File: config.mk
export PLATFORM = sky130hd
export DESIGN_NAME = seg_display_arbiter_flat
export DESIGN_NICKNAME = d
export VERILOG_FILES = /design/src/rtl/disp_arb_pkg.sv /design/src/rtl/seg_display_arbiter_if.sv /design/src/rtl/disp_rr_pick.sv /design/src/rtl/seg_display_arbiter.sv /design/src/flat_wrapper.sv
export SDC_FILE = /design/constraint.sdc
export NUM_CORES = 1
export LEC_CHECK = 0
export BUFFER_PORTS_ARGS = -buffer_cell sky130_fd_sc_hd__buf_2
export CAP_MARGIN = 20
export CELL_PAD_IN_SITES_DETAIL_PLACEMENT = 1
export CELL_PAD_IN_SITES_GLOBAL_PLACEMENT = 1
export CORE_MARGIN = 8
export CORE_UTILIZATION = 25
export CTS_CLUSTER_SIZE = 10
export DETAILED_ROUTE_END_ITERATION = 6
export HOLD_SLACK_MARGIN = 0.15
export PLACE_DENSITY_LB_ADDON = 0.3
export SLEW_MARGIN = 20
export SYNTH_ARGS = -nofsm -noshare
export SYNTH_HDL_FRONTEND = slang
export SYNTH_HIERARCHICAL = 1
export SYNTH_SLANG_ARGS = --single-unit
File: constraint.sdc
create_clock -name clk -period 5.25 [get_ports clk]
set_clock_uncertainty 0.1 [all_clocks]
set_input_delay 0.2625 -clock clk [delete_from_list [all_inputs] [get_ports clk]]
set_output_delay 0.2625 -clock clk [all_outputs]
set_load 0.005 [all_outputs]
File: src/rtl/disp_arb_pkg.sv
// Shared encodings and helpers for the seven-segment display arbiter.
// Latency: none (declarations and pure functions only).
// Backpressure: not applicable.
package disp_arb_pkg;

  localparam int NUM_REQ = 3;
  localparam int CNT_W   = 32;

  typedef enum logic [1:0] {
    ST_IDLE = 2'd0,
    ST_HOLD = 2'd1,
    ST_GAP  = 2'd2
  } state_t;

  // One-hot grant vector for a requester index.
  function automatic logic [NUM_REQ-1:0] idx_onehot(input logic [1:0] idx);
    logic [NUM_REQ-1:0] one;
    one = 3'b001;
    return one << idx;
  endfunction

  // Next requester index in the circular order 0 -> 1 -> 2 -> 0.
  function automatic logic [1:0] rr_next(input logic [1:0] idx);
    return (idx == 2'd2) ? 2'd0 : idx + 2'd1;
  endfunction

endpackage

File: src/rtl/seg_display_arbiter_if.sv
// Bundle between the display requesters and the display arbiter.
// Latency: none (wires only).
// Backpressure: none; requests are level-held until granted.
interface seg_display_arbiter_if;
  import disp_arb_pkg::*;

  logic [NUM_REQ-1:0] req;
  logic [15:0]        data0;
  logic [15:0]        data1;
  logic [15:0]        data2;
  logic [7:0]         led0;
  logic [7:0]         led1;
  logic [7:0]         led2;
  logic [NUM_REQ-1:0] gnt;
  logic [1:0]         owner;
  logic [15:0]        seg_data;
  logic [7:0]         led_data;
  logic               blank;
  logic               busy;
  logic               done;

  // Requester / display-driver side.
  modport master (
    output req, data0, data1, data2, led0, led1, led2,
    input  gnt, owner, seg_data, led_data, blank, busy, done
  );

  // Arbiter side.
  modport slave (
    input  req, data0, data1, data2, led0, led1, led2,
    output gnt, owner, seg_data, led_data, blank, busy, done
  );

endinterface

File: src/rtl/disp_rr_pick.sv
// Round-robin winner selection among the display requesters.
// Latency: purely combinational.
// Backpressure: none; valid low when no request is pending.
module disp_rr_pick
  import disp_arb_pkg::*;
(
  input  logic [NUM_REQ-1:0] req,
  input  logic [1:0]         last,
  output logic               valid,
  output logic [1:0]         index
);

  // Walk the candidates starting just after last; the first one requesting wins.
  always_comb begin
    logic [1:0] cand;
    valid = 1'b0;
    index = last;
    cand  = last;
    for (int i = 0; i < NUM_REQ; i++) begin
      cand = rr_next(cand);
      if (!valid && req[cand]) begin
        valid = 1'b1;
        index = cand;
      end
    end
  end

endmodule

File: src/rtl/seg_display_arbiter.sv
// Time-sliced round-robin arbiter sharing one seven-segment/LED display.
// Latency: grant 1 cycle after request; display data follows owner input by 1 cycle.
// Backpressure: none; losers keep REQ high and wait for their turn.
module seg_display_arbiter
  import disp_arb_pkg::*;
#(
  parameter int HOLD_CYCLES = 32000000,
  parameter int GAP_CYCLES  = 3200
) (
  input  logic                 clk,
  input  logic                 rst,
  seg_display_arbiter_if.slave bus
);

  localparam logic [CNT_W-1:0] HOLD_LAST = CNT_W'(HOLD_CYCLES - 1);
  localparam logic [CNT_W-1:0] GAP_LAST  = (GAP_CYCLES > 0) ? CNT_W'(GAP_CYCLES - 1) : '0;

  state_t           state,    state_nxt;
  logic [CNT_W-1:0] cnt,      cnt_nxt;
  logic [1:0]       owner,    owner_nxt;
  logic [1:0]       last,     last_nxt;
  logic [15:0]      seg_q,    seg_nxt;
  logic [7:0]       led_q,    led_nxt;
  logic             done_q,   done_nxt;

  logic             pick_vld;
  logic [1:0]       pick_idx;
  logic             owner_req;
  logic             other_vld;
  logic [15:0]      data_sel;
  logic [7:0]       led_sel;

  disp_rr_pick u_pick (
    .req   (bus.req),
    .last  (last),
    .valid (pick_vld),
    .index (pick_idx)
  );

  // Search starts after the owner, so the owner is only picked when nobody else asks.
  assign owner_req = bus.req[owner];
  assign other_vld = pick_vld && (pick_idx != owner);

  // Select the current owner's display and LED values.
  always_comb begin
    data_sel = bus.data0;
    led_sel  = bus.led0;
    case (owner)
      2'd1:    begin data_sel = bus.data1; led_sel = bus.led1; end
      2'd2:    begin data_sel = bus.data2; led_sel = bus.led2; end
      default: begin data_sel = bus.data0; led_sel = bus.led0; end
    endcase
  end

  // State, counter, ownership and display registers.
  always_ff @(posedge clk or posedge rst) begin
    if (rst) begin
      state  <= ST_IDLE;
      cnt    <= '0;
      owner  <= 2'd0;
      last   <= 2'd2;
      seg_q  <= '0;
      led_q  <= '0;
      done_q <= 1'b0;
    end else begin
      state  <= state_nxt;
      cnt    <= cnt_nxt;
      owner  <= owner_nxt;
      last   <= last_nxt;
      seg_q  <= seg_nxt;
      led_q  <= led_nxt;
      done_q <= done_nxt;
    end
  end

  // Next-state logic: grant, hold for a full slot, optional blanking gap, re-arbitrate.
  always_comb begin
    state_nxt = state;
    cnt_nxt   = cnt;
    owner_nxt = owner;
    last_nxt  = last;
    seg_nxt   = seg_q;
    led_nxt   = led_q;
    done_nxt  = 1'b0;
    case (state)
      ST_IDLE: begin
        if (pick_vld) begin
          state_nxt = ST_HOLD;
          owner_nxt = pick_idx;
          last_nxt  = pick_idx;
          cnt_nxt   = '0;
        end
      end
      ST_HOLD: begin
        // A dropped request freezes the display but never cuts the slot short.
        if (owner_req) begin
          seg_nxt = data_sel;
          led_nxt = led_sel;
        end
        cnt_nxt = cnt + 1'b1;
        if (cnt == HOLD_LAST) begin
          cnt_nxt = '0;
          if (other_vld) begin
            done_nxt = 1'b1;
            if (GAP_CYCLES == 0) begin
              owner_nxt = pick_idx;
              last_nxt  = pick_idx;
            end else begin
              state_nxt = ST_GAP;
            end
          end else if (!owner_req) begin
            done_nxt  = 1'b1;
            state_nxt = ST_IDLE;
          end
        end
      end
      ST_GAP: begin
        cnt_nxt = cnt + 1'b1;
        if (cnt == GAP_LAST) begin
          cnt_nxt = '0;
          if (pick_vld) begin
            state_nxt = ST_HOLD;
            owner_nxt = pick_idx;
            last_nxt  = pick_idx;
          end else begin
            state_nxt = ST_IDLE;
          end
        end
      end
      default: state_nxt = ST_IDLE;
    endcase
  end

  assign bus.gnt      = (state == ST_HOLD) ? idx_onehot(owner) : '0;
  assign bus.owner    = owner;
  assign bus.seg_data = seg_q;
  assign bus.led_data = led_q;
  assign bus.blank    = (state == ST_GAP);
  assign bus.busy     = (state != ST_IDLE);
  assign bus.done     = done_q;

endmodule

File: src/flat_wrapper.sv
// flat-port wrapper written by rule: the top's interface ports become plain ports
module seg_display_arbiter_flat import disp_arb_pkg::*;
#(
  parameter int HOLD_CYCLES = 32000000,
  parameter int GAP_CYCLES  = 3200
)
  (clk, rst, bus_req, bus_data0, bus_data1, bus_data2, bus_led0, bus_led1, bus_led2, bus_gnt, bus_owner, bus_seg_data, bus_led_data, bus_blank, bus_busy, bus_done);
  seg_display_arbiter_if bus_i ();
  input  logic clk;
  input  logic rst;
  input wire logic [$bits(bus_i.req)-1:0] bus_req;
  input wire logic [$bits(bus_i.data0)-1:0] bus_data0;
  input wire logic [$bits(bus_i.data1)-1:0] bus_data1;
  input wire logic [$bits(bus_i.data2)-1:0] bus_data2;
  input wire logic [$bits(bus_i.led0)-1:0] bus_led0;
  input wire logic [$bits(bus_i.led1)-1:0] bus_led1;
  input wire logic [$bits(bus_i.led2)-1:0] bus_led2;
  output wire logic [$bits(bus_i.gnt)-1:0] bus_gnt;
  output wire logic [$bits(bus_i.owner)-1:0] bus_owner;
  output wire logic [$bits(bus_i.seg_data)-1:0] bus_seg_data;
  output wire logic [$bits(bus_i.led_data)-1:0] bus_led_data;
  output wire logic [$bits(bus_i.blank)-1:0] bus_blank;
  output wire logic [$bits(bus_i.busy)-1:0] bus_busy;
  output wire logic [$bits(bus_i.done)-1:0] bus_done;
  assign bus_i.req = bus_req;
  assign bus_i.data0 = bus_data0;
  assign bus_i.data1 = bus_data1;
  assign bus_i.data2 = bus_data2;
  assign bus_i.led0 = bus_led0;
  assign bus_i.led1 = bus_led1;
  assign bus_i.led2 = bus_led2;
  assign bus_gnt = bus_i.gnt;
  assign bus_owner = bus_i.owner;
  assign bus_seg_data = bus_i.seg_data;
  assign bus_led_data = bus_i.led_data;
  assign bus_blank = bus_i.blank;
  assign bus_busy = bus_i.busy;
  assign bus_done = bus_i.done;
  seg_display_arbiter #(.HOLD_CYCLES(HOLD_CYCLES), .GAP_CYCLES(GAP_CYCLES)) u_core (.clk(clk), .rst(rst), .bus(bus_i));
endmodule
-- Word level (Yosys, flattened, before mapping)
Cells that the tools add are included.
- logic and storage cells: 84
- output and inout bits: 32
- input port bits: 77
- flip-flop bits (word level): 63
- equal/unequal tests: 14
- shift operators: 1
- $lt $le $gt $ge: 4
- $add $sub $neg: 4
- muxes and demuxes: 41
- reduce and logical (&&, ||, !) cells: 13
- operators with widths (kind ; number):
    2-to-1 mux 32 bit ; 3
    case mux 32 bit (3 select lines) ; 1
    adder 32 x 1 -> 32 bit (second input constant) ; 1
    equality test 32 x 12 -> 1 bit (second input constant) ; 1
    equality test 32 x 25 -> 1 bit (second input constant) ; 1
    case mux 16 bit (2 select lines) ; 1
    2-to-1 mux 2 bit ; 15
    case mux 8 bit (2 select lines) ; 1
    < comparator 2 x 3 -> 1 bit (second input constant) ; 4
    2-to-1 mux 1 bit ; 12
    equality test 2 bit (second input constant) ; 5
    binary-select mux 1 bit (select 2 bit) ; 4
    case mux 2 bit (2 select lines) ; 2
    adder 2 x 1 -> 2 bit (second input constant) ; 3
    != test 2 x 1 -> 1 bit (second input constant) ; 3
    case mux 2 bit (3 select lines) ; 1
    AND reduction 2 bit ; 3
    equality test 2 x 1 -> 1 bit (second input constant) ; 2
    AND reduction 4 bit ; 1
    nonzero test 2 bit ; 2
    logical AND 1 bit ; 3
    2-to-1 mux 3 bit ; 1
    != test 3 bit (second input constant) ; 1
    nonzero test 3 bit ; 1
    other kinds (4) ; 5

-- Logic depth before layout (Yosys ltp)
Gate-level depths: netlist of run 1.
- depth after elaboration: 16
- gate-level depth with buffers: 9
- mapped depth without buffers: 9

-- Hierarchy
The synthesis of run 1 kept the hierarchy.
- by module, submodules not included (module ; area each (µm²) ; cells an instance ; times used ; seq. area each (µm²)):
    seg_display_arbiter ; 3580.9 ; 412 ; 1 ; 1552.7
    disp_rr_pick ; 52.6 ; 9 ; 1 ; 0.0

-- Worst setup path after synthesis of run 1
No wires, ideal clock.
- path kind: register to register
- start: register u_core.state[0]
- end: register u_core.cnt[9]
- period minus slack after synthesis: 2238 ps
- arrival: 2010 ps
- slack: 3012 ps
- library setup time: 127 ps
- data required time: 5023 ps
- buffers on the path: 2
- cell stages (with the launch flop): 10
- cells stage by stage: dfrtp_1 > inv_1 > ha_1 > nor2b_1 > or2_2 > clkbuf_1 > or4_1 > buf_6 > o211ai_2 > o31ai_1
- longest elaborated chain between the ends: 3
- elaborated cells between the ends (all ways): 7
- classes of those cells: 3 x eq/ne; 1 x mux; 3 x reduce/logical
- RTL lines (what ; line ; source):
    from (decl) ; seg_display_arbiter.sv:18 ; state_t state, state_nxt;
    from (signal assigned) ; seg_display_arbiter.sv:66 ; state <= state_nxt;
    equality test 2 bit (tied with other cells) ; seg_display_arbiter.sv:85 ; case (state)
    nonzero test 3 bit (no line) or != test 2 x 1 -> 1 bit (tied branches) ; - ;
    AND reduction 2 bit (no line) ; - ;
    to (signal assigned) ; seg_display_arbiter.sv:67 ; cnt <= cnt_nxt;
    to (decl) ; seg_display_arbiter.sv:19 ; logic [CNT_W-1:0] cnt, cnt_nxt;
Several ways; a longest one is shown, not always the timed one.
A chain may end at the register's enable or synchronous reset.

-- Final worst setup path of run 1
- start: register u_core.cnt[12]
- end: register u_core.cnt[5]
- longest elaborated chain between the ends: 3
- elaborated cells between the ends (all ways): 5
- classes of those cells: 2 x eq/ne; 3 x mux
- RTL lines (what ; line):
    equality test 32 x 12 -> 1 bit or equality test 32 x 25 -> 1 bit (tied branches) ; seg_display_arbiter.sv:119, seg_display_arbiter.sv:101
    2-to-1 mux 32 bit, on equally long branches ; seg_display_arbiter.sv:119, seg_display_arbiter.sv:101
    case mux 32 bit (3 select lines) * ; seg_display_arbiter.sv:85
Mark *: on every way between the ends. The rest lies on a longest branch, timed or not.

==> metrics, run 1 <==
Die Span X 137 um; TritonRoute pass-1 iters 4; Post-synth EDFFs 0; cts bufs inserted 9; Final ANT Viol Nets 0; Max Root-Sink Buffers 2; Switching Share 20.5%; Setup crit start u_core/cnt[12]; commonest non-fill, non-tap cell in the layout buf_2; crit-path cells nor4_1, nand4_1, o211a_2, nor3_1, o21ai_0, a21o_1; Post-Syn Nets 506; clock sinks 62; Routed WL between 10000 and 15000 um; Synth Area per Inst 8.63 um2; sequential fraction of the synthesis area 42.7%; CP Depth 6; Crit. End Element register; post-route cell area 0.00485 mm2; GRT Overall Usage 13.4%; DP Area 0.00434 mm2; GR Overflow Total 0; sequential power share 40.5%; vias in the first global route 3920; Cells after Synth around 420; status completed; Top Ports ~110; R2R depth 6; Crit path required time 5.37 ns; Clk pwr share between 50% and 60%; Sw Pwr roughly 0.00024 W; total number of vias 3609; H-Tree Level Count 3; worst skew pair latency 0.33 ns; DP HPWL 9000 um; most frequent cells in the layout buf_2 (108), nand2_1 (77), o21ai_0 (64), dfrtp_1 (61), a22oi_1 (24); vias per cell 4.96; I/O Buffers 108; PostCTS Resize Cnt 0; delay-heaviest family, CP simple AND/OR/NAND/NOR gates; Nets 623; top_reg_cell synth dfrtp_1; Comb power frac 5.1%; Synth Register Bits 62; fraction of registers with async set/reset 100%; # diodes 0; Yosys Warn Count 6; die height 137 um; reg2reg end u_core/cnt[5]; Placer Congestion ~0.83; reg2reg setup slack around 2.6 ns; Critical R2R Launch u_core/cnt[12]; worst path arrival time 2.76 ns; first-pass GRT wire length 19800 um; clock root cell clkbuf_16; post-layout min period 2.64 ns; mean routed wirelength per cell 16.5 um; Slowest cell on crit path nor3_1; CP max FO 7; mapped cell area 0.00363 mm2; final hold vios 0; unrepaired setup endpoints after global routing no; Initial Util 25.3%; Fin Setup TNS 0 ns; startpoint types register; Slew @ Worst Pin 0.938 ns; Leakage 2.18 nW; WP buf/inv 0; Hold Path Class input pin to register; Fillers 1708; Peak Freq 378 MHz; footprint of the multi-input gates 0.00193 mm2; Hold Crit Depth 3; largest net degree at the start of global routing 63; CP max stage delay 0.62 ns; Yosys top cell area share 42.0%; Yosys cell types 53; Tcrit/Tclk final between 50% and 60%; die area 0.0186 mm2; CP endpoint u_core/cnt[5]; Synth area leaders dfrtp_1 (42%), o21ai_0 (8.8%), nand2_1 (8.0%), a22oi_1 (5.0%), xor2_1 (3.6%); Peak VDD IR 138 uV; FP Rows 44; ratio of cells with drive above 1 in the final layout 26.7%; drt drc 0; final setup violation count 0; Register Area 0.00155 mm2; Crit Path Category register to register; core area 0.0144 mm2; Layout area overhead 33.4%; Max-Cap Viols 0; drt first-iter violations ~110; CTS tree built; Power Density 244 mW/mm2; initial antenna violation count 0; Synth area leader dfrtp_1; Pins Over Slew Limit 0; slew margin rel. 37.0%; Pint between 0.0009 and 0.001 W; clock input transition at the sequential cells of the worst setup and hold paths 0.06 ns
==> how the worst min path moves through the flow <==
stage / start / to
floorplan: bus_led0[0] / u_core/bus.led_data[0]
global route: bus_data0[11] / u_core/bus.seg_data[11]
finish: bus_led0[2] / u_core/bus.led_data[2]
global placement: u_core/bus.led_data[3] / u_core/bus.led_data[3]
CTS: bus_data0[10] / u_core/bus.seg_data[10]
detailed placement: u_core/bus.seg_data[5] / u_core/bus.seg_data[5]
==> synthesized netlist by cell type, types with 3 or more instances <==
| library cell | number |
|---|---|
| a21o_1 | 3 |
| a21oi_1 | 8 |
| a22oi_1 | 24 |
| and2_1 | 9 |
| and3_1 | 5 |
| buf_2 | 3 |
| clkbuf_1 | 18 |
| dfrtp_1 | 61 |
| ha_1 | 8 |
| inv_1 | 9 |
| mux2_2 | 4 |
| nand2_1 | 77 |
| nand3_1 | 10 |
| nand4_1 | 11 |
| nor2_1 | 23 |
| nor3_1 | 6 |
| nor4_1 | 7 |
| o211ai_2 | 4 |
| o21ai_0 | 64 |
| o31ai_1 | 8 |
| or3_1 | 7 |
| xor2_1 | 15 |
==> through the flow <==
step	utilization [%]	setup slack, ns	instances	hold WS (ns)	power, W
after global placement	30.0	2.73	691	0.356	0.000535
final	33.7	2.61	727	0.155	0.00118
after CTS	33.7	2.61	727	0.153	0.00120
after floorplan	-	3.01	421	0.364	0.000501
after global routing	33.7	2.40	727	0.196	0.00123
after detailed placement	30.2	2.62	692	0.367	0.000536
==> tightest hold or removal path, stage by stage <==
cell and delay, ns:
buf_2 0.07, o21ai_0 0.08, o21ai_0 0.14
==> flip-flops by register name, summed over array words and instances, names as in the netlist <==
| register | flops |
|---|---|
| u_core/bus.done | 1 |
| u_core/state | 2 |
| u_core/bus.led_data | 8 |
| u_core/last | 2 |
| u_core/bus.owner | 1 |
| u_core/bus.seg_data | 16 |
| u_core/cnt | 32 |
==> power by group through the flow <==
stage / logic (W) / registers (W) / clock network (W)
finish: 0.0000598 / 0.000478 / 0.000643
global route: 0.0000670 / 0.000478 / 0.000682
CTS: 0.0000607 / 0.000478 / 0.000660
detailed placement: 0.0000498 / 0.000487 / 0
global placement: 0.0000488 / 0.000487 / 0
floorplan: 0.0000142 / 0.000487 / 0
==> layout make-up <==
cell class	count	share of cell area, %
clock buffers	12	5.09
inverters	9	0.697
flip-flops and latches	62	32.0
well taps	184	4.75
clock inverters	4	1.50
multi-input cells	325	39.8
repair buffers	131	16.1
==> routing by layer <==
| metal | share of wire, % | global-route usage [%] | vias to the layer above |
|---|---|---|---|
| li1 | - | - | 1741 |
| met1 | 43 | 15.4 | 1737 |
| met2 | 48 | 22.0 | 118 |
| met3 | 7.8 | 5.07 | 13 |
| met4 | 1.7 | 5.55 | 0 |
| met5 | 0 | 0 | - |
==> logic make-up after synthesis <==
family | synth area share (%)
buffers and inverters | 4.13
XOR/XNOR | 3.86
AO/OA/AOI/OAI | 21.2
adder cells (fa/ha/maj) | 2.75
flip-flops | 42.7
multiplexers | 1.79
AND/OR/NAND/NOR | 23.5
==> what timing repair did <==
item,CTS,global route
endpoints found under the hold margin,79,0
hold buffers,19,0
endpoints found under the setup margin,0,0
setup buffers,0,0
Note: power is estimated with default switching activity, not from simulation.
==> inputs of run 2 (changes only) <==
Clock period 5.25 ns to 2.7 ns, I/O delays scaled along.
==> run 2 against run 1 <==
Effect of this change:
- global-route usage rose by 0.43 points
- via count rose by 2.9%
- critical path depth did not move
- count of clock-buffer cells in the layout did not move
- highest routed layer unchanged
- largest cell class unchanged
- register-to-register slack got worse by 2.4 ns
- flip-flop and latch count did not move
- final cell count rose by 2.8%
- largest power group unchanged
==> metrics, run 2 (synthesis gave the netlist of run 1 again) <==
status completed; TritonRoute pass-1 iters 4 (unchanged); vias per cell 4.97 (+0.18%); Placer Congestion 0.829 (-0.34%); Leakage 2.26 nW (+3.4%); I/O Buffers 108 (unchanged); clock root cell clkbuf_16; Initial Util 25.3% (unchanged); final hold vios 0 (unchanged); WHS 0.163 ns (+0.00755 ns); GR Overflow Total 0 (unchanged); cts bufs inserted 9 (unchanged); final setup violation count 0 (unchanged); total number of vias 3715 (+2.9%); # diodes 0 (unchanged); vias in the first global route 4080 (+4.1%); core area 0.0144 mm2 (unchanged); Max Root-Sink Buffers 2 (unchanged); GRT Overall Usage 13.8% (+0.43 points); Peak VDD IR 224 uV (+62%); largest reg by FF count u_core/cnt; CTS tree built; worst skew pair latency 0.33 ns (about the same); die height 137 um (unchanged); Setup crit start u_core/cnt[12]; Routed WL 12300 um (+2.6%); FP Rows 44 (unchanged); Clk pwr share 51.7% (-2.7 points); hold_sp bus_data1[14]; startpoint types register; Largest register FFs 32 (unchanged); Crit. End Element register; Crit path required time 2.80 ns (-2.57 ns); Comb power frac 6.2% (+1.1 points); clock sinks 62 (unchanged); Crit Path Category register to register; most frequent cells in the layout buf_2 (108), nand2_1 (77), o21ai_0 (64), dfrtp_1 (61), dlygate4sd3_1 (34); clock input transition at the sequential cells of the worst setup and hold paths 0.05 ns (about the same); mean routed wirelength per cell 16.5 um (-0.13%); drt drc 0 (unchanged); Hold Path Class input pin to register; ratio of cells with drive above 1 in the final layout 27.2% (+0.47 points); Tcrit/Tclk final 91.9% (+42 points); DP HPWL 9300 um (+3.4%); Top Ports 109 (unchanged); Final ANT Viol Nets 0 (unchanged); commonest non-fill, non-tap cell in the layout buf_2; sequential power share 42.2% (+1.7 points); Peak Freq 403 MHz (+6.5%); CP max FO 7 (unchanged); Critical R2R Launch u_core/cnt[12]; Max-Cap Viols 0 (unchanged); Layout area overhead 38.0%; Pins Over Slew Limit 0 (unchanged); die area 0.0186 mm2 (unchanged); Power Density 440 mW/mm2 (+81%); Nets 643 (+3.2%); initial antenna violation count 0 (unchanged); Die Span X 137 um (unchanged); worst path arrival time 2.58 ns (-0.18 ns); post-layout min period 2.48 ns (-0.162 ns); Sw Pwr 0.000461 W (+90%); drt first-iter violations 126 (+20%); Switching Share 20.9% (+0.38 points); Fin Setup TNS 0 ns (unchanged); slew margin rel. 62.9% (+26 points); first-pass GRT wire length 20600 um (+4.3%); Pint 0.00175 W (+86%); unrepaired setup endpoints after global routing no; H-Tree Level Count 3 (unchanged); largest net degree at the start of global routing 49 (-22%); Slew @ Worst Pin 0.555 ns (-0.383 ns)
run 2: cell types whose count changed in the layout (fill, tap and decap cells not counted):
cell / previous run / this run
nor4_2: 0 / 1
buf_12: 0 / 1
clkinv_2: 1 / 2
ha_1: 8 / 6
ha_2: 0 / 2
buf_16: 1 / 0
dlygate4sd3_1: 19 / 34
bufinv_16: 2 / 1
nor4_1: 7 / 6
buf_4: 3 / 8
run 2: path summary, 6_finish.rpt:
path	end	slack, ns	cells past startpoint
setup / recovery	u_core/cnt[11]	0.22	6
hold reg to reg	u_core/bus.seg_data[2]	0.37	2
min in group asynchronous	u_core/bus.seg_data[4]	0.30	3
max in group asynchronous	u_core/last[1]	1.53	4
hold / removal	u_core/bus.seg_data[14]	0.16	5
setup reg to reg	u_core/cnt[11]	0.22	6
run 2: routing by layer:
layer	track usage (%)	up-vias	wire, um
li1	-	1785	-
met1	15.6	1814	5270
met2	24.0	106	6120
met3	4.63	10	784
met4	4.45	0	147
met5	0	-	0
run 2: per-stage QoR:
step	cells	utilization (%)	worst slack, ns	total power (W)	instance area, um2
2_1_floorplan	421	-	0.462	0.000974	3630
6_report	747	34.9	0.218	0.00221	5010
3_3_place_gp	697	30.4	0.296	0.00104	4370
3_5_place_dp	697	30.4	0.215	0.00105	4370
5_1_grt	747	34.9	0.0609	0.00230	5010
4_1_cts	747	34.8	0.0603	0.00224	5000
run 2: area by class of cell:
cell class | instances | area (um2)
flip-flops and latches | 62 | 1550
inverters | 9 | 33.8
well taps | 184 | 230
clock buffers | 12 | 246
multi-input cells | 325 | 1940
fillers | 1713 | 9360
repair buffers | 151 | 961
clock inverters | 4 | 47.5
run 2: power groups by stage:
stage / sequential [W] / clock [W] / combinational [W]
global route: 0.000929 / 0.00122 / 0.000151
finish: 0.000930 / 0.00114 / 0.000136
CTS: 0.000930 / 0.00118 / 0.000137
detailed placement: 0.000946 / 0 / 0.0000998
floorplan: 0.000946 / 0 / 0.0000277
global placement: 0.000946 / 0 / 0.0000969
run 2: repair_timing:
item | 4_1_cts | 5_1_grt
hold endpoints to repair | 48 | 0
endpoints found under the setup margin | 0 | 11
resized for setup | 0 | 3
buffers inserted | 0 | 0
hold buffers | 34 | 0
run 2: critical path, cell delays in order, from the launching register on:
cell and delay, ns:
dfrtp_1 0.44, nor4_1 0.34, nand4_1 0.31, o211a_2 0.25, or4_1 0.69, o211ai_2 0.14, o31ai_1 0.09
==> inputs of run 3 (changes only) <==
Settings changed: CAP_MARGIN 20 to default, CTS_BUF_LIST from default to sky130_fd_sc_hd__clkbuf_8, RECOVER_POWER from default to 50.
==> run 3 against run 2 <==
Effect of this change:
- maximum frequency decreased by 0.28%
- via count increased by 0.54%
- global-route usage decreased by 0.13 points
- core utilization decreased by 0.57 points
- combinational power increased by 3%
- routed wire length decreased by 0.36%
- final cell count increased by 0.80%
- worst hold slack got worse by 0.0028 ns
- worst setup slack got worse by 0.0070 ns
- die area unchanged
- largest power group is now registers
==> metrics, run 3 (synthesis gave the netlist of run 1 again) <==
drt first-iter violations 127 (+0.79%); Final ANT Viol Nets 0 (unchanged); Power Density 380 mW/mm2 (-14%); DP Area 0.00437 mm2 (unchanged); die height 137 um (unchanged); cts bufs inserted 9 (unchanged); clock sinks 62 (unchanged); most frequent cells in the layout buf_2 (87), nand2_1 (77), o21ai_0 (64), dfrtp_1 (61), dlygate4sd3_1 (40); Routed WL 12300 um (-0.36%); Peak Freq 402 MHz (-0.28%); Peak VDD IR 156 uV (-30%); Pwr Total 0.00188 W (-15%); die area 0.0186 mm2 (unchanged); Crit. End Element register; first-pass GRT wire length 20600 um (-0.30%); Max-Cap Viols 0 (unchanged); mean routed wirelength per cell 16.3 um (-1.2%); worst skew pair latency 0.34 ns (about the same); worst setup margin 0.211 ns (-0.00702 ns); Tcrit/Tclk final 92.2% (+0.26 points); total number of vias 3735 (+0.54%); clock root cell clkbuf_8; Die Span X 137 um (unchanged); vias per cell 4.96 (-0.26%); Nets 649 (+0.93%); Slew @ Worst Pin 0.987 ns (+0.431 ns); worst path arrival time 2.61 ns (+0.03 ns); Initial Util 25.3% (unchanged); H-Tree Level Count 3 (unchanged); slew margin rel. 34.2% (-29 points); GRT Overall Usage 13.7% (-0.13 points); Max Root-Sink Buffers 2 (unchanged); Largest register FFs 32 (unchanged); startpoint types register; Hold Path Class input pin to register; post-layout min period 2.49 ns (+0.00702 ns); final setup violation count 0 (unchanged); Pins Over Slew Limit 0 (unchanged); core area 0.0144 mm2 (unchanged); post-route cell area 0.00493 mm2 (-1.6%); CP max FO 7 (unchanged); Fin Setup TNS 0 ns (unchanged); Layout area overhead 35.7%; vias in the first global route 4092 (+0.29%); Placer Congestion 0.829 (unchanged); I/O Buffers 108 (unchanged); largest net degree at the start of global routing 49 (unchanged); largest reg by FF count u_core/cnt; final core utilization 34.3% (-0.57 points); status completed; CTS tree built; unrepaired setup endpoints after global routing no; TritonRoute pass-1 iters 4 (unchanged); final hold vios 0 (unchanged); initial antenna violation count 0 (unchanged); Crit Path Category register to register; Crit path required time 2.82 ns (+0.02 ns); Fillers 1733 (+1.2%); DP HPWL 9300 um (unchanged); GR Overflow Total 0 (unchanged); Top Ports 109 (unchanged); post-place setup slack 0.215 ns (unchanged); ratio of cells with drive above 1 in the final layout 23.0% (-4.2 points); Leakage 2.15 nW (-4.9%); # diodes 0 (unchanged); drt drc 0 (unchanged); clock input transition at the sequential cells of the worst setup and hold paths 0.07 ns (+0.02 ns); FP Rows 44 (unchanged); commonest non-fill, non-tap cell in the layout buf_2
## run 3: cell types whose count changed in the layout (fill, tap and decap cells not counted), sizes merged
cell	change
dlygate4sd3	+6
buf	-22
inv	+2
clkbuf	+20
## run 3: final cells by class
type | instances | area, um2 | area share, %
inverter | 9 | 33.8 | 0.685
clock inverter | 6 | 55.1 | 1.12
clock buffer | 10 | 138 | 2.79
multi-input combinational | 325 | 1940 | 39.4
timing repair buffer | 157 | 980 | 19.9
tap | 184 | 230 | 4.67
sequential | 62 | 1550 | 31.5
## run 3: final timing paths
| kind | startpoint | endpoint | slack (ns) | depth (start not counted) |
|---|---|---|---|---|
| min in group asynchronous | rst | u_core/bus.seg_data[4] | 0.45 | 3 |
| max in group asynchronous | rst | u_core/cnt[2] | 0.54 | 4 |
| worst max register to register | u_core/cnt[12] | u_core/cnt[3] | 0.21 | 6 |
| worst max-delay path | u_core/cnt[12] | u_core/cnt[3] | 0.21 | 6 |
| worst min-delay path | bus_led1[3] | u_core/bus.led_data[3] | 0.16 | 5 |
| worst min register to register | u_core/bus.led_data[1] | u_core/bus.led_data[1] | 0.38 | 2 |
## run 3: repair_timing
action	CTS	global route
buffers inserted	0	0
resized for setup	0	3
endpoints found under the setup margin	0	19
hold endpoints to repair	48	0
hold buffers	40	0
## run 3: per-layer routing
| layer | up-vias | part of all wire [%] | routed length [um] | GRT usage (%) |
|---|---|---|---|---|
| li1 | 1794 | - | - | - |
| met1 | 1831 | 43 | 5330 | 15.5 |
| met2 | 102 | 50 | 6090 | 23.8 |
| met3 | 8 | 6.1 | 751 | 4.74 |
| met4 | 0 | 0.92 | 113 | 3.84 |
| met5 | - | 0 | 0 | 0 |
## run 3: per-stage QoR
| stage | instances | hold slack [ns] |
|---|---|---|
| 2_1_floorplan | 421 | 0.236 |
| 3_3_place_gp | 697 | 0.118 |
| 3_5_place_dp | 697 | 0.126 |
| 4_1_cts | 753 | 0.156 |
| 5_1_grt | 753 | 0.193 |
| 6_report | 753 | 0.160 |
## run 3: power by group
part	switching, W	internal, W	total [W]
registers	0	0.000929	0.000929
clock network	0.000366	0.000442	0.000807
logic	0.0000567	0.0000831	0.000140
total	0.000422	0.00145	0.00188
## run 3: critical path, cell delays in order (launching register included)
cell	delay, ns
dfrtp_1	0.45
nor4_1	0.34
nand4_1	0.30
o211a_2	0.25
or4_1	0.69
o211ai_2	0.14
o31ai_1	0.09
